### src/rtl/frame_streamer_pkg.sv
// Shared constants for the AHB frame streamer: register map, bit positions,
// AHB encodings and the pixel-pack helper.
package frame_streamer_pkg;

  localparam int W_BURST = 3;

  localparam logic [2:0] REG_CTRL   = 3'd0;
  localparam logic [2:0] REG_STATUS = 3'd1;
  localparam logic [2:0] REG_DATA   = 3'd2;
  localparam logic [2:0] REG_SIZE   = 3'd3;

  localparam int CTRL_EN       = 0;
  localparam int CTRL_CLR      = 1;
  localparam int CTRL_DONE_CLR = 2;
  localparam int CTRL_IRQ_EN   = 3;

  localparam int ST_EMPTY = 0;
  localparam int ST_FULL  = 1;
  localparam int ST_DONE  = 2;

  localparam logic [1:0] HRESP_OKAY  = 2'b00;
  localparam logic [1:0] HRESP_ERROR = 2'b01;

  localparam logic [1:0] HTRANS_IDLE   = 2'b00;
  localparam logic [1:0] HTRANS_BUSY   = 2'b01;
  localparam logic [1:0] HTRANS_NONSEQ = 2'b10;
  localparam logic [1:0] HTRANS_SEQ    = 2'b11;

  // Keeps only the packed {R,G,B} field; a 32-bit shift yields 0, so 3*pix_w==32 keeps all bits.
  function automatic logic [31:0] pack_pixel(input logic [31:0] wdata, input int unsigned pix_w);
    logic [31:0] mask;
    mask = (32'h1 << (3 * pix_w)) - 32'h1;
    return wdata & mask;
  endfunction

endpackage

### src/rtl/ahb_frame_streamer_fifo.sv
// Synchronous beat FIFO with a first-word registered head; level counts the
// head register plus the storage array so capacity is exactly DEPTH beats.
module frame_stream_fifo
  import frame_streamer_pkg::*;
#(
  parameter int DW    = 48,
  parameter int DEPTH = 16,
  localparam int AW   = $clog2(DEPTH),
  localparam int LW   = AW + 1
) (
  input  logic          clk,
  input  logic          rst_n,
  input  logic          i_clr,
  input  logic          i_push,
  input  logic [DW-1:0] i_data,
  input  logic          i_pop,
  output logic [DW-1:0] o_data,
  output logic          o_empty,
  output logic          o_full,
  output logic [LW-1:0] o_level
);

  logic [DW-1:0] r_mem [DEPTH];
  logic [AW-1:0] r_wr_ptr;
  logic [AW-1:0] r_rd_ptr;
  logic [LW-1:0] r_mem_cnt;
  logic          r_head_valid;
  logic [DW-1:0] r_head;

  logic w_pop;
  logic w_push;
  logic w_load;

  assign o_level = r_mem_cnt + LW'(r_head_valid);
  assign o_full  = (o_level == LW'(DEPTH));
  assign o_empty = !r_head_valid;
  assign o_data  = r_head;

  assign w_pop  = i_pop & r_head_valid;
  assign w_push = i_push & (!o_full | w_pop);
  // The head refills from storage whenever it is empty or being consumed.
  assign w_load = (r_mem_cnt != '0) & (!r_head_valid | w_pop);

  always_ff @(posedge clk) begin
    if (w_push) r_mem[r_wr_ptr] <= i_data;
  end

  always_ff @(posedge clk or negedge rst_n) begin
    if (!rst_n) begin
      r_wr_ptr     <= '0;
      r_rd_ptr     <= '0;
      r_mem_cnt    <= '0;
      r_head_valid <= 1'b0;
      r_head       <= '0;
    end else if (i_clr) begin
      r_wr_ptr     <= '0;
      r_rd_ptr     <= '0;
      r_mem_cnt    <= '0;
      r_head_valid <= 1'b0;
      r_head       <= '0;
    end else begin
      if (w_push) r_wr_ptr <= r_wr_ptr + AW'(1);
      if (w_load) begin
        r_rd_ptr <= r_rd_ptr + AW'(1);
        r_head   <= r_mem[r_rd_ptr];
      end
      case ({w_push, w_load})
        2'b10:   r_mem_cnt <= r_mem_cnt + LW'(1);
        2'b01:   r_mem_cnt <= r_mem_cnt - LW'(1);
        default: r_mem_cnt <= r_mem_cnt;
      endcase
      if (w_load)     r_head_valid <= 1'b1;
      else if (w_pop) r_head_valid <= 1'b0;
    end
  end

endmodule

### src/rtl/ahb_frame_streamer.sv
// AHB-Lite pixel slave streaming lane-grouped beats with frame markers.
// Optional FRAME_STREAMER_IRQ_EN adds the irq port and CTRL bit3 irq_en.
module ahb_frame_streamer
  import frame_streamer_pkg::*;
#(
  parameter int IMG_PIX_W = 8,
  parameter int N_LANE    = 2,
  parameter int DEPTH     = 16,
  parameter int WIDTH     = 256,
  parameter int HEIGHT    = 256
) (
  input  logic                          HCLK,
  input  logic                          HRESETn,
  input  logic                          sl_HSEL,
  input  logic                          sl_HREADY,
  input  logic                          sl_HWRITE,
  input  logic [1:0]                    sl_HTRANS,
  input  logic [W_BURST-1:0]            sl_HBURST,
  input  logic [2:0]                    sl_HSIZE,
  input  logic [31:0]                   sl_HADDR,
  input  logic [31:0]                   sl_HWDATA,
  output logic                          out_sl_HREADY,
  output logic [1:0]                    out_sl_HRESP,
  output logic [31:0]                   out_sl_HRDATA,
  output logic                          out_valid,
  input  logic                          out_ready,
  output logic [N_LANE*3*IMG_PIX_W-1:0] out_pix,
  output logic                          out_sof,
  output logic                          out_eol
`ifdef FRAME_STREAMER_IRQ_EN
  ,
  output logic                          irq
`endif
);

  localparam int PW = 3 * IMG_PIX_W;
  localparam int BW = N_LANE * PW;
  localparam int LW = $clog2(DEPTH) + 1;
  localparam int FW = (N_LANE > 1) ? $clog2(N_LANE) : 1;

  logic          r_dp_valid;
  logic          r_dp_write;
  logic [2:0]    r_dp_reg;
  logic          r_enable;
  logic          r_frame_done;
  logic [15:0]   r_width;
  logic [15:0]   r_height;
  logic [15:0]   r_col;
  logic [15:0]   r_row;
  logic [FW-1:0] r_fill;
  logic          r_hold;

  logic          w_dp_wr;
  logic          w_wr_ctrl;
  logic          w_wr_data;
  logic          w_wr_size;
  logic          w_clr;
  logic          w_last_slot;
  logic          w_stall;
  logic          w_data_done;
  logic          w_push;
  logic          w_fire;
  logic          w_fifo_empty;
  logic          w_fifo_full;
  logic [LW-1:0] w_level;
  logic [BW-1:0] w_group;
  logic [31:0]   w_pix32;
  logic [PW-1:0] w_pix;
  logic [15:0]   w_col_next;
  logic          w_eol;
  logic          w_last_row;
  logic          w_at_origin;
  logic          w_frame_end;
  logic          w_unused;

  assign w_dp_wr   = r_dp_valid & r_dp_write;
  assign w_wr_ctrl = w_dp_wr & (r_dp_reg == REG_CTRL);
  assign w_wr_data = w_dp_wr & (r_dp_reg == REG_DATA);
  assign w_wr_size = w_dp_wr & (r_dp_reg == REG_SIZE);
  assign w_clr     = w_wr_ctrl & sl_HWDATA[CTRL_CLR];

  assign w_pix32 = pack_pixel(sl_HWDATA, IMG_PIX_W);
  assign w_pix   = w_pix32[PW-1:0];

  // A beat leaving this cycle frees the slot the completing write needs.
  assign w_last_slot = (r_fill == FW'(N_LANE - 1));
  assign w_fire      = out_valid & out_ready;
  assign w_stall     = w_wr_data & w_last_slot & w_fifo_full & !w_fire;
  assign w_data_done = w_wr_data & !w_stall;
  assign w_push      = w_data_done & w_last_slot;

  assign out_sl_HREADY = !w_stall;
  assign out_sl_HRESP  = HRESP_OKAY;

  always_ff @(posedge HCLK or negedge HRESETn) begin
    if (!HRESETn) begin
      r_dp_valid <= 1'b0;
      r_dp_write <= 1'b0;
      r_dp_reg   <= 3'd0;
    end else if (sl_HREADY) begin
      r_dp_valid <= sl_HSEL & sl_HTRANS[1];
      r_dp_write <= sl_HWRITE;
      r_dp_reg   <= sl_HADDR[4:2];
    end
  end

  genvar gi;
  generate
    for (gi = 0; gi < N_LANE; gi++) begin : g_lane
      if (gi < N_LANE - 1) begin : g_slot
        logic [PW-1:0] r_slot;
        always_ff @(posedge HCLK or negedge HRESETn) begin
          if (!HRESETn)                              r_slot <= '0;
          else if (w_data_done && r_fill == FW'(gi)) r_slot <= w_pix;
        end
        assign w_group[gi*PW +: PW] = r_slot;
      end else begin : g_tail
        assign w_group[gi*PW +: PW] = w_pix;
      end
    end
  endgenerate

  always_ff @(posedge HCLK or negedge HRESETn) begin
    if (!HRESETn)         r_fill <= '0;
    else if (w_clr)       r_fill <= '0;
    else if (w_data_done) r_fill <= w_last_slot ? '0 : r_fill + FW'(1);
  end

  frame_stream_fifo #(
    .DW    (BW),
    .DEPTH (DEPTH)
  ) u_fifo (
    .clk     (HCLK),
    .rst_n   (HRESETn),
    .i_clr   (w_clr),
    .i_push  (w_push),
    .i_data  (w_group),
    .i_pop   (w_fire),
    .o_data  (out_pix),
    .o_empty (w_fifo_empty),
    .o_full  (w_fifo_full),
    .o_level (w_level)
  );

  // r_hold keeps an offered beat alive after enable is cleared.
  assign out_valid = !w_fifo_empty & (r_enable | r_hold);

  always_ff @(posedge HCLK or negedge HRESETn) begin
    if (!HRESETn)   r_hold <= 1'b0;
    else if (w_clr) r_hold <= 1'b0;
    else            r_hold <= out_valid & !out_ready;
  end

  assign w_col_next  = r_col + 16'(N_LANE);
  assign w_eol       = (w_col_next >= r_width);
  assign w_last_row  = ((r_row + 16'd1) >= r_height);
  assign w_at_origin = (r_col == 16'd0) && (r_row == 16'd0);
  assign w_frame_end = w_fire & w_eol & w_last_row & !w_clr;

  assign out_sof = out_valid & w_at_origin;
  assign out_eol = out_valid & w_eol;

  always_ff @(posedge HCLK or negedge HRESETn) begin
    if (!HRESETn) begin
      r_col <= 16'd0;
      r_row <= 16'd0;
    end else if (w_clr) begin
      r_col <= 16'd0;
      r_row <= 16'd0;
    end else if (w_fire) begin
      if (w_eol) begin
        r_col <= 16'd0;
        r_row <= w_last_row ? 16'd0 : r_row + 16'd1;
      end else begin
        r_col <= w_col_next;
      end
    end
  end

  always_ff @(posedge HCLK or negedge HRESETn) begin
    if (!HRESETn) begin
      r_enable     <= 1'b0;
      r_frame_done <= 1'b0;
      r_width      <= 16'(WIDTH);
      r_height     <= 16'(HEIGHT);
    end else begin
      if (w_wr_ctrl) r_enable <= sl_HWDATA[CTRL_EN];
      if (w_wr_size && w_at_origin) begin
        r_width  <= sl_HWDATA[15:0];
        r_height <= sl_HWDATA[31:16];
      end
      if (w_frame_end)                                  r_frame_done <= 1'b1;
      else if (w_wr_ctrl && sl_HWDATA[CTRL_DONE_CLR]) r_frame_done <= 1'b0;
    end
  end

`ifdef FRAME_STREAMER_IRQ_EN
  logic r_irq_en;

  always_ff @(posedge HCLK or negedge HRESETn) begin
    if (!HRESETn)       r_irq_en <= 1'b0;
    else if (w_wr_ctrl) r_irq_en <= sl_HWDATA[CTRL_IRQ_EN];
  end

  assign irq = r_frame_done & r_irq_en;
`endif

  always_comb begin
    out_sl_HRDATA = '0;
    if (r_dp_valid && !r_dp_write) begin
      case (r_dp_reg)
        REG_CTRL: begin
          out_sl_HRDATA[CTRL_EN] = r_enable;
`ifdef FRAME_STREAMER_IRQ_EN
          out_sl_HRDATA[CTRL_IRQ_EN] = r_irq_en;
`endif
        end
        REG_STATUS: begin
          out_sl_HRDATA[ST_EMPTY] = (w_level == '0);
          out_sl_HRDATA[ST_FULL]  = w_fifo_full;
          out_sl_HRDATA[ST_DONE]  = r_frame_done;
          out_sl_HRDATA[31:16]    = 16'(w_level);
        end
        REG_SIZE: out_sl_HRDATA = {r_height, r_width};
        default:  out_sl_HRDATA = '0;
      endcase
    end
  end

  assign w_unused = ^{sl_HBURST, sl_HSIZE, sl_HADDR[31:5], sl_HADDR[1:0], w_pix32};

endmodule

### config.mk
export PLATFORM = sky130hd
export DESIGN_NAME = ahb_frame_streamer
export DESIGN_NICKNAME = d
export VERILOG_FILES = /design/src/rtl/frame_streamer_pkg.sv /design/src/rtl/ahb_frame_streamer_fifo.sv /design/src/rtl/ahb_frame_streamer.sv
export SDC_FILE = /design/constraint.sdc
export NUM_CORES = 1
export LEC_CHECK = 0
export ABC_AREA = 0
export CAP_MARGIN = 20
export CORE_MARGIN = 3
export CORE_UTILIZATION = 25
export DETAILED_ROUTE_END_ITERATION = 8
export DONT_BUFFER_PORTS = 1
export PLACE_DENSITY = 0.39
export SLEW_MARGIN = 10
export SYNTH_ARGS = -nofsm -noshare
export SYNTH_HDL_FRONTEND = slang
export SYNTH_HIERARCHICAL = 1
export SYNTH_SLANG_ARGS = --single-unit
### constraint.sdc
create_clock -name HCLK -period 7.78 [get_ports HCLK]
set_input_delay 0.778 -clock HCLK [delete_from_list [all_inputs] [get_ports HCLK]]
set_output_delay 0.778 -clock HCLK [all_outputs]
set_load 0.005 [all_outputs]
==> summary.txt, run 1 <==
YOSYS
-------------------------------------------------------------------------------------------
Synth async-reset ratio                                                               17.1%
Average size of a mapped cell                                                    18.8 sq um
Summed instance area of the synthesized netlist                                 37300 sq um
Synth Register Bits                                                                     926
Share of synthesized area occupied by flip-flops and latches                          72.4%
Fraction of synthesized cell area taken by the top area cell type                     61.8%
Leading area contributor after synthesis                                           edfxtp_1
Count of synthesis-stage warnings from yosys                                              6
Number of standard cells after synthesis                                               1981
Cell with the most instances after synthesis                                       edfxtp_1
Most used DFF post-synth                                                           edfxtp_1
Number of enable flip-flop cells after synthesis                                        768
Cell types with the highest counts after synthesis                             768 x edfxtp_1, 192 x mux4_2, 156 x dfrtp_1
Distinct cell type count after synthesis                                                 69
Biggest area contributors in the synthesized netlist                           edfxtp_1 62%, mux4_2 12%, dfrtp_1 10%

CRITICAL PATH
-------------------------------------------------------------------------------------------
Critical Path Sink Type                                                                flop
FF-to-FF path depth                                                                       9
Data required time of the worst path                                                8.37 ns
Crit path max fanout                                                                     28
Arr. time, crit path                                                                5.67 ns
Type of element launching the critical path                                            flop
Path type of the worst setup path                                              flop to flop

STA
-------------------------------------------------------------------------------------------
Setup violation total in the final timing report                                          0
Maximum frequency from static timing analysis                                       197 MHz
Share of the clock period used by the worst path after layout                         65.3%
Summed negative setup slack over all endpoints                                         0 ns
Final hold violations                                                                     0
Worst clock skew                                                                  0.0437 ns
Slew at the pin closest to its max-slew limit                                       1.06 ns
Relative slew slack                                                                   29.3%
Clock period minus final worst setup slack                                          5.08 ns
RSZ-0062 raised after global routing                                                  false
Final Slew Violations                                                                     0

GLOBAL ROUTING
-------------------------------------------------------------------------------------------
Global-route usage over all layers                                                    13.5%
Global-route wire length before repair                                            148000 um
Via count of the first global-routing pass                                            20.2k
Maximum number of pins on one net before global-route repair                            159
Remaining global-route overflow                                                           0
Number of antenna violations at the first check in global routing                         3

DETAILED ROUTING
-------------------------------------------------------------------------------------------
Antenna-violating nets left                                                               0
Average wire per cell in the routed design                                          25.7 um
Average vias per placed instance                                                       4.62
Highest Signal Layer                                                                   met4
Initial DRT Pass Iterations                                                               5
Routed wire length on met2                                                         50000 um
DRC violation count after routing                                                         0
Met1 Routed Length                                                                 45800 um
Routed length on met3                                                               5500 um
Number of design-rule violations left by the first detailed-router iteration           1000
Routed wire length                                                                104000 um
Via count                                                                             18.7k

PWR
-------------------------------------------------------------------------------------------
Power Density                                                                   330 nW/um^2
Post-route total power                                                              14.2 mW
Highest ir drop seen on vdd                                                      0.000276 V
Leakage power of the design                                                         14.7 nW

CLOCK TREE
-------------------------------------------------------------------------------------------
TritonCTS clock tree                                                                    yes
Clock-pin transition on the worst setup and hold timing paths                       0.06 ns
Later-pin clock latency in the skew report                                          0.71 ns
Max clock buf depth                                                                       3
Total CTS buffers                                                                       106
Clk sink count                                                                          926
Maximum level of the CTS H-tree                                                           3
Clk Tree Root Cell                                                                clkbuf_16

PLACED DESIGN
-------------------------------------------------------------------------------------------
Weighted congestion reported at the end of routability-driven placement               0.754
Half-perimeter wire length after detailed placement                                56800 um
Count of buffers from port buffering                                                      0

HOLD PATH
-------------------------------------------------------------------------------------------
Class of the tightest hold or removal check                                    input port to asynchronous set/reset pin

FINAL LAYOUT
-------------------------------------------------------------------------------------------
Area of combinational cells with multiple inputs                                 9670 sq um
Final nets                                                                             2137
Most flop-heavy register                                                       u_fifo/r_mem
Fraction of layout cells with a size suffix above 1                                   21.6%
Number of flip-flops under the largest register name                                    768
Register Area                                                                   27000 sq um
Fill cell count                                                                       14.4k
P&R area growth vs syn                                                                15.8%

FLOORPLAN
-------------------------------------------------------------------------------------------
Number of core rows                                                                     141
I/O pins                                                                                164
Effective utilization at floorplan                                                    25.2%
Die width                                                                            392 um
Die Height                                                                           392 um
Die Outline Area                                                               154000 sq um
Standard cell core area                                                        148000 sq um

OUTCOME
-------------------------------------------------------------------------------------------
Status                                                                         finished clean

FLOW RUN
-------------------------------------------------------------------------------------------
Max Cap Viol                                                                              0

==> repair_timing <==
| item | CTS | global route |
|---|---|---|
| buffers inserted | 0 | 0 |
| resized for setup | 0 | 0 |
| endpoints found under the hold margin | 158 | 0 |
| hold buffers | 1 | 0 |
==> final timing paths <==
check | start | slack (ns) | end
min | HRESETn | 0.15 | u_fifo/o_data[45]
max in group asynchronous | HRESETn | 6.82 | u_fifo/r_rd_ptr[2]
min in group HCLK | sl_HWDATA[21] | 0.16 | u_fifo/r_mem[6][45]
max reg2reg | r_dp_write | 2.70 | u_fifo/o_data[13]
min reg2reg | u_fifo/o_data[13] | 0.50 | u_fifo/o_data[13]
max | r_dp_write | 2.70 | u_fifo/o_data[13]
==> power by group <==
part,switching (mW),internal (mW)
clock network,2.04,3.07
registers,0.608,5.79
logic,1.35,1.38
==> cell type report <==
| class | instances | share of cell area [%] |
|---|---|---|
| Clock buffer | 142 | 6.66 |
| Multi-Input combinational cell | 894 | 22.4 |
| Clock inverter | 59 | 1.67 |
| Sequential cell | 926 | 62.5 |
| Antenna cell | 3 | 0.0174 |
| Tap cell | 1930 | 5.58 |
| Inverter | 49 | 0.425 |
| Timing Repair Buffer | 37 | 0.755 |
==> per-layer routing <==
metal / vias to the layer above / global-route usage (%)
li1: 8071 / -
met1: 10100 / 17.7
met2: 383 / 22.3
met3: 144 / 3.04
met4: 0 / 3.80
met5: - / 0
==> critical path: stages (launching register included) <==
cell and delay, ns:
dfrtp_1 0.90, nand3b_1 0.38, nor2_1 0.21, nand3b_1 0.49, inv_1 0.54, buf_4 0.39, or3_2 0.89, buf_4 0.55
o22ai_1 0.34, a21o_1 0.25
==> cell usage in the layout, fill, tap and decap left out, types with 7 or more instances in the layout <==
cell type and count:
a21o_1 49, a21oi_1 14, a22o_1 19, and3_1 7, buf_4 33, bufinv_16 14
clkbuf_1 29, clkbuf_16 108, clkinv_1 19, clkinv_2 15, dfrtp_1 153, edfxtp_1 768
ha_1 44, inv_1 49, mux2_2 39, mux2i_1 105, mux4_2 192, nand2_1 64
nand2b_1 12, nand3_1 13, nand4_1 13, nor2_1 42, nor2_4 9, nor2b_1 14
nor3_1 15, nor4_1 34, o21ai_0 44, o221ai_1 8, o22ai_1 48, xnor2_1 17
xor2_1 19
==> metrics by stage <==
stage	utilization, %	setup WS, ns	cell area (sq um)	hold slack (ns)	cells
5_1_grt	29.2	2.42	43200	0.110	4037
3_5_place_dp	26.8	2.62	39600	0.499	3835
6_report	29.2	2.70	43200	0.150	4040
3_3_place_gp	26.7	2.79	39600	0.497	3834
4_1_cts	29.2	2.66	43200	0.0824	4037
2_1_floorplan	-	1.98	37300	0.447	1982
==> logic make-up (layout without fill, tap and decap cells) <==
logic type | after synthesis | count (layout) | synth area share, %
buffers and inverters | 162 | 287 | 1.98
multiplexers | 337 | 337 | 15.6
adder cells (fa/ha/maj) | 45 | 45 | 1.53
AND/OR/NAND/NOR | 256 | 256 | 3.56
AO/OA/AOI/OAI | 217 | 217 | 4.03
flip-flops | 926 | 926 | 72.4
XOR/XNOR | 37 | 37 | 0.888
other | 1 | 5 | 0.0100
(Power assumes the default switching activity.)
==> inputs of run 2 (changes only) <==
Settings changed: PLACE_DENSITY 0.39 to 0.41.
Clock period 7.78 ns to 4.6 ns, I/O delays scaled along.
==> run 2 against run 1 <==
Routed wire length decreased by 0.67%. Worst setup slack got worse by 2.4 ns. Final area increased by 2.0%. Register-to-register slack got worse by 2.3 ns. Clock power increased by 65%. Sequential share of layout area decreased by 1.2 points. Global-route usage about the same. Combinational power increased by 78%. First-iteration DRC count increased by 37%. Critical path type is now flop to primary output. Largest cell class unchanged.
==> summary.txt, run 2 (synthesized netlist as in run 1, its figures left out) <==
CLOCK TREE
-------------------------------------------------------------------------------------------
Clock-pin transition on the worst setup and hold timing paths                       0.06 ns   about the same
Maximum level of the CTS H-tree                                                           3   unchanged
Post-CTS setup repair buffer count                                                        0   unchanged
Later-pin clock latency in the skew report                                          0.70 ns   was 0.71 ns
Total CTS buffers                                                                       103   was 106
TritonCTS clock tree                                                                    yes   unchanged
Max clock buf depth                                                                       3   unchanged
Clk Tree Root Cell                                                                clkbuf_16   unchanged
Clk sink count                                                                          926   unchanged

PLACED DESIGN
-------------------------------------------------------------------------------------------
Weighted congestion reported at the end of routability-driven placement               0.777   was 0.754
Cell total after placement                                                             3862   was 3835
Half-perimeter wire length after detailed placement                                57600 um   was 56800 um
Count of buffers from port buffering                                                      0   unchanged
Placed cell area                                                                40100 sq um   was 39600 sq um

FLOORPLAN
-------------------------------------------------------------------------------------------
Die Outline Area                                                               154000 sq um   unchanged
Standard cell core area                                                        148000 sq um   unchanged
Die width                                                                            392 um   unchanged
Die Height                                                                           392 um   unchanged
Number of core rows                                                                     141   unchanged
I/O pins                                                                                164   unchanged
Effective utilization at floorplan                                                    25.2%   unchanged

FINAL LAYOUT
-------------------------------------------------------------------------------------------
Number of flip-flops under the largest register name                                    768   unchanged
Most common cell after layout, fill and taps aside                                 edfxtp_1   unchanged
Non-filler cells, final                                                                4101   was 4040
Final instance area                                                             44100 sq um   was 43200 sq um
Fraction of layout cells with a size suffix above 1                                   22.6%   was 21.6%
Final nets                                                                             2201   was 2137
P&R area growth vs syn                                                                18.1%   was 15.8%
Commonest cells after routing, fill and taps aside                             768 x edfxtp_1, 192 x mux4_2, 153 x dfrtp_1   unchanged
Most flop-heavy register                                                       u_fifo/r_mem   unchanged

GLOBAL ROUTING
-------------------------------------------------------------------------------------------
Maximum number of pins on one net before global-route repair                            159   unchanged
Via count of the first global-routing pass                                            20.2k   about the same
Remaining global-route overflow                                                           0   unchanged
Global-route usage over all layers                                                    13.4%   was 13.5%
GRT busiest layer                                                                      met2   unchanged
Number of antenna violations at the first check in global routing                        12   was 3
Global-route wire length before repair                                            148000 um   about the same
Global routing usage on met3                                                          2.48%   was 3.04%
Met2 Usage GRT                                                                        22.4%   was 22.3%
GR Layer Usage met1                                                                   18.0%   was 17.7%

CRITICAL PATH
-------------------------------------------------------------------------------------------
Data required time of the worst path                                                4.14 ns   was 8.37 ns
Type of element launching the critical path                                            flop   unchanged
Crit path max fanout                                                                      8   was 28
FF-to-FF path depth                                                                      12   was 9
Cells along the critical path                                                  and4_1, and3_1, and4_1, and3_1, xor2_1, ha_1, nand4_1, nor3_1, or4_4, nor3_2, nor3_2   was nand3b_1, nor2_1, nand3b_1, inv_1, buf_4, or3_2, buf_4, o22ai_1, a21o_1
Critical Path Sink Type                                                        primary output   was flop
Slack of the worst reg-to-reg path                                                  0.43 ns   was 2.70 ns
Critical path's slowest cell                                                          or4_4   was dfrtp_1
Arr. time, crit path                                                                3.80 ns   was 5.67 ns
Slowest stage delay, CP                                                             0.48 ns   was 0.90 ns
Path type of the worst setup path                                              flop to primary output   was flop to flop
Critical register-to-register path endpoint                                        r_row[1]   was u_fifo/o_data[13]
Launch point of the critical path                                                  r_col[4]   was r_dp_write
Capturing instance or port of the critical path                                     out_eol   was u_fifo/o_data[13]
Startpoint of the most critical register-to-register path                          r_col[4]   was r_dp_write

STA
-------------------------------------------------------------------------------------------
Final Slew Violations                                                                     0   unchanged
Relative slew slack                                                                   27.5%   was 29.3%
Clock period minus final worst setup slack                                          4.26 ns
Setup violation total in the final timing report                                          0   unchanged
Share of the clock period used by the worst path after layout                         92.7%
Maximum frequency from static timing analysis                                       235 MHz
Worst clock skew                                                                  0.0259 ns   was 0.0437 ns
Final hold violations                                                                     0   unchanged
RSZ-0062 raised after global routing                                                  false   unchanged
Slew at the pin closest to its max-slew limit                                       1.09 ns   was 1.06 ns

DETAILED ROUTING
-------------------------------------------------------------------------------------------
Initial DRT Pass Iterations                                                               5   unchanged
Via count                                                                             18.9k   was 18.7k
Number of design-rule violations left by the first detailed-router iteration           1368   was 1000
Average wire per cell in the routed design                                          25.1 um   was 25.7 um
Antenna-violating nets left                                                               0   unchanged
Routed wire length                                                                103000 um   was 104000 um
DRC violation count after routing                                                         0   unchanged
Average vias per placed instance                                                       4.61   was 4.62

PWR
-------------------------------------------------------------------------------------------
Power Density                                                                   546 nW/um^2   was 330 nW/um^2
Highest ir drop seen on vdd                                                      0.000338 V   was 0.000276 V
Leakage power of the design                                                         15.0 nW   was 14.7 nW

HOLD PATH
-------------------------------------------------------------------------------------------
Class of the tightest hold or removal check                                    input port to flop   was input port to asynchronous set/reset pin
Launch instance of the worst min-delay path                                    sl_HWDATA[3]

OUTCOME
-------------------------------------------------------------------------------------------
Status                                                                         finished clean   unchanged

FLOW RUN
-------------------------------------------------------------------------------------------
Max Cap Viol                                                                              0   unchanged

[run 2: worst min path at each step]
stage,end,slack [ns],depth (start not counted)
4_1_cts,r_width[3],0.006,3
3_5_place_dp,r_row[13],0.19,0
2_1_floorplan,g_lane[0].g_slot.r_slot[0],0.16,0
3_3_place_gp,r_row[10],0.19,0
6_report,u_fifo/r_mem[4][27],0.06,1
5_1_grt,u_fifo/r_mem[4][27],0.02,1
[run 2: power breakdown]
part / leakage, nW / total [mW] / internal (mW) / switching, mW
sequential: 8.78 / 10.8 / 9.80 / 0.996
clock: 1.73 / 8.44 / 5.05 / 3.39
combinational: 4.52 / 4.85 / 2.45 / 2.39
total: 15.0 / 24.1 / 17.3 / 6.78
[run 2: per-stage QoR]
step | total power [mW] | hold WS [ns] | setup WS (ns) | util (%) | setup TNS, ns
floorplan | 14.2 | 0.164 | -1.20 | - | -230.34
global placement | 15.8 | 0.185 | 0.466 | 27.1 | 0
detailed placement | 15.8 | 0.185 | 0.461 | 27.1 | 0
CTS | 24.6 | 0.00640 | 0.0490 | 29.8 | 0
global route | 25.3 | 0.0218 | 0.0334 | 29.8 | 0
finish | 24.1 | 0.0604 | 0.336 | 29.8 | 0
[run 2: area by class of cell]
cell class	count	area, sq um
antenna	5	12.5
sequential	926	27000
fill	14400	104000
timing repair buffer	104	1260
clock inverter	62	682
clock buffer	131	2820
inverter	49	184
tap	1930	2410
multi-input combinational	894	9680
[run 2: timing repair]
action / 4_1_cts / 5_1_grt
setup endpoints to repair: 0 / 2
resized for setup: 0 / 3
hold buffers: 41 / 0
hold endpoints to repair: 606 / 0
[run 2: critical path, delay by kind of cell (launching register included)]
family | cells | cell delay (ns)
adders and majority gates | 1 | 0.30
and+or+nand+nor | 9 | 2.09
DFF | 1 | 0.47
xor gates and xnor gates | 1 | 0.24
[run 2: per-layer routing]
metal	wire length [um]	vias to the layer above	part of all wire, %
met3	4500	115	4.4
met1	46200	10200	45
met4	1930	6	1.9
met2	50500	381	49
li1	-	8196	-
met5	34	-	0.033
==> inputs of run 3 (changes only) <==
Settings changed: PLACE_DENSITY 0.41 to default.
==> run 3 against run 2 <==
First-iteration DRC count grew 25%. Hold slack gained 0.014 ns. Register-to-register slack gained 0.22 ns. Routed wire length shrank 9.1%. Sequential power is essentially flat. Global-route usage shrank 1.3 points. Utilization shrank 0.44 points. Final cell count shrank 0.63%. Clock power shrank 13%. Die area is the same. Via count grew 0.16%. Clock skew grew 0.0091 ns. Critical path type unchanged.
==> summary.txt, run 3 (synthesized netlist as in run 1, its figures left out) <==
OUTCOME
-------------------------------------------------------------------------------------------
Status                                                                         finished clean   unchanged

PLACED DESIGN
-------------------------------------------------------------------------------------------
Count of buffers from port buffering                                                      0   unchanged
Half-perimeter wire length after detailed placement                                53900 um   was 57600 um
Weighted congestion reported at the end of routability-driven placement               0.788   was 0.777
Placed cell area                                                                40000 sq um   was 40100 sq um

CRITICAL PATH
-------------------------------------------------------------------------------------------
Cells along the critical path                                                  and4_1, and3_1, and4_1, and3_1, xor2_1, ha_1, nand4_1, or3_1, a211oi_1, nor3_1, buf_4, nor3_2   was and4_1, and3_1, and4_1, and3_1, xor2_1, ha_1, nand4_1, nor3_1, or4_4, nor3_2, nor3_2
Path type of the worst setup path                                              flop to primary output   unchanged
Critical register-to-register path endpoint                                    u_fifo/r_mem_cnt[4]   was r_row[1]
Slowest stage delay, CP                                                             0.48 ns   about the same
Kind of cell adding the most delay to the critical path                        simple AND/OR/NAND/NOR gates   unchanged
Launch point of the critical path                                                  r_col[4]   unchanged
Data required time of the worst path                                                4.14 ns   about the same
Critical Path Sink Type                                                        primary output   unchanged
Slack of the worst reg-to-reg path                                                  0.65 ns   was 0.43 ns
Type of element launching the critical path                                            flop   unchanged
Startpoint of the most critical register-to-register path                      u_fifo/r_mem_cnt[0]   was r_col[4]
Critical path's slowest cell                                                        dfrtp_1   was or4_4
Crit path max fanout                                                                     12   was 8
Buf+Inv Stages, Crit Path                                                                 1   was 0
FF-to-FF path depth                                                                      16   was 12
Arr. time, crit path                                                                3.88 ns   was 3.80 ns

PWR
-------------------------------------------------------------------------------------------
Highest ir drop seen on vdd                                                      0.000322 V   was 0.000338 V
Power Density                                                                   530 nW/um^2   was 546 nW/um^2
Proportion of total power due to net switching                                        28.5%   was 28.1%
Power dissipated by switching net loads                                             6.55 mW   was 6.78 mW
Part of the power in registers                                                        47.1%   was 44.8%
Logic gate share of total power                                                       21.0%   was 20.1%
Clock group share of total power                                                      31.9%   was 35.0%
Internal power component                                                            16.4 mW   was 17.3 mW
Leakage power of the design                                                         14.7 nW   was 15.0 nW

DETAILED ROUTING
-------------------------------------------------------------------------------------------
Antenna-violating nets left                                                               0   unchanged
DRC violation count after routing                                                         0   unchanged
Number of design-rule violations left by the first detailed-router iteration           1706   was 1368
Average wire per cell in the routed design                                          23.0 um   was 25.1 um
Met1 Routed Length                                                                 42000 um   was 46200 um
Initial DRT Pass Iterations                                                               4   was 5
Routed wire length on met2                                                         43100 um   was 50500 um
Via count                                                                             18.9k   about the same
Routed wire length                                                                 93800 um   was 103000 um
Average vias per placed instance                                                       4.65   was 4.61
Routed length on met3                                                               7110 um   was 4500 um
Highest Signal Layer                                                                   met5   unchanged

STA
-------------------------------------------------------------------------------------------
Share of the clock period used by the worst path after layout                         94.4%   was 92.7%
Final hold violations                                                                     0   unchanged
Maximum frequency from static timing analysis                                       230 MHz   was 235 MHz
Final-layout worst hold slack                                                     0.0743 ns   was 0.0604 ns
Slew at the pin closest to its max-slew limit                                       1.14 ns   was 1.09 ns
Clock period minus final worst setup slack                                          4.34 ns   was 4.26 ns
Setup violation total in the final timing report                                          0   unchanged
Worst clock skew                                                                  0.0350 ns   was 0.0259 ns
RSZ-0062 raised after global routing                                                  false   unchanged
Final Slew Violations                                                                     0   unchanged
Relative slew slack                                                                   24.1%   was 27.5%

FINAL LAYOUT
-------------------------------------------------------------------------------------------
P&R area growth vs syn                                                                16.4%   was 18.1%
Final nets                                                                             2185   was 2201
Most flop-heavy register                                                       u_fifo/r_mem   unchanged
Final instance area                                                             43400 sq um   was 44100 sq um
Fill cell count                                                                       14.4k   about the same
Number of flip-flops under the largest register name                                    768   unchanged
Most common cell after layout, fill and taps aside                                 edfxtp_1   unchanged
Fraction of layout cells with a size suffix above 1                                   21.0%   was 22.6%
Area of combinational cells with multiple inputs                                 9680 sq um   about the same
Commonest cells after routing, fill and taps aside                             768 x edfxtp_1, 192 x mux4_2, 153 x dfrtp_1   unchanged
Register Area                                                                   27000 sq um   unchanged

HOLD PATH
-------------------------------------------------------------------------------------------
Worst hold path stage count                                                               1   unchanged
Launch instance of the worst min-delay path                                    sl_HWDATA[6]   was sl_HWDATA[3]
Class of the tightest hold or removal check                                    input port to flop   unchanged
Worst Hold Path EP                                                             u_fifo/r_mem[6][30]   was u_fifo/r_mem[4][27]

FLOORPLAN
-------------------------------------------------------------------------------------------
Number of core rows                                                                     141   unchanged
I/O pins                                                                                164   unchanged
Standard cell core area                                                        148000 sq um   unchanged
Die Outline Area                                                               154000 sq um   unchanged
Die width                                                                            392 um   unchanged
Die Height                                                                           392 um   unchanged
Effective utilization at floorplan                                                    25.2%   unchanged

GLOBAL ROUTING
-------------------------------------------------------------------------------------------
Via count of the first global-routing pass                                            19.4k   was 20.2k
Remaining global-route overflow                                                           0   unchanged
Number of antenna violations at the first check in global routing                        19   was 12
Global-route usage over all layers                                                    12.1%   was 13.4%
Maximum number of pins on one net before global-route repair                            159   unchanged
Global-route wire length before repair                                            136000 um   was 148000 um

CLOCK TREE
-------------------------------------------------------------------------------------------
Max clock buf depth                                                                       3   unchanged
Clock-pin transition on the worst setup and hold timing paths                       0.07 ns   was 0.06 ns
TritonCTS clock tree                                                                    yes   unchanged
Maximum level of the CTS H-tree                                                           3   unchanged
Later-pin clock latency in the skew report                                          0.68 ns   was 0.70 ns
Clk Tree Root Cell                                                                clkbuf_16   unchanged
Clk sink count                                                                          926   unchanged
Total CTS buffers                                                                        89   was 103

FLOW RUN
-------------------------------------------------------------------------------------------
Max Cap Viol                                                                              0   unchanged

[run 3: changes by cell type in the layout (fill, tap and decap cells not counted), moves of 2 or more]
cell        before  now
buf_12          29   24
clkinv_1        20   14
clkinv_2        21    6
bufinv_16       13    8
diode_2          5    9
clkbuf_1        17   32
clkbuf_8         9    3
clkinv_16        0    2
clkbuf_16      105   90
clkinv_8         4    1
clkinvlp_4       0    5
[run 3: worst register-to-register path, delay by kind of cell, from the launching register on]
kind | cells | cell delay (ns)
flip-flops | 1 | 0.47
adder cells (fa/ha/maj) | 2 | 0.53
multiplexers | 2 | 0.50
AO/OA/AOI/OAI | 7 | 1.38
AND/OR/NAND/NOR | 4 | 0.83
buffers and inverters | 1 | 0.14
[run 3: repair_timing]
item	in CTS	in global routing
endpoints found under the hold margin	606	0
gates resized for setup	0	1
hold buffers	41	0
setup endpoints to repair	0	1
setup buffers	0	0
[run 3: stage by stage]
step	util, %	TNS, ns	power [mW]	worst slack [ns]	std cells
after floorplan	-	-230.34	14.2	-1.20	1982
after global placement	27.0	0	15.7	0.668	3858
after detailed placement	27.0	0	15.8	0.669	3858
after CTS	29.3	0	23.3	0.127	4064
after global routing	29.3	0	24.1	0.00153	4068
final	29.3	0	23.0	0.257	4075
[run 3: routing by layer]
metal,vias up,global-route usage [%]
li1,8153,-
met2,593,18.7
met4,6,2.56
met1,10100,16.8
met3,118,3.61
met5,-,0
[run 3: layout make-up]
type,instances,area share [%]
sequential,926,62.2
multi-input combinational,894,22.3
tap,1930,5.56
clock buffer,125,5.56
timing repair buffer,102,2.74
clock inverter,40,1.14
inverter,49,0.424
antenna,9,0.0519
[run 3: worst max-delay path by stage]
stage,endpoint,cells after the start,slack [ns]
after global placement,r_row[0],13,0.67
final,out_eol,12,0.26
after floorplan,u_fifo/r_mem[4][0],10,-1.20
after detailed placement,r_row[0],13,0.67
after global routing,out_eol,12,0.002
after CTS,out_eol,12,0.13
[run 3: power groups by stage]
stage	logic (mW)	clock network (mW)	registers, mW
after floorplan	3.88	0	10.3
after global placement	4.68	0	11.0
after detailed placement	4.71	0	11.1
after CTS	4.89	7.52	10.9
after global routing	5.22	7.88	11.0
final	4.83	7.33	10.8
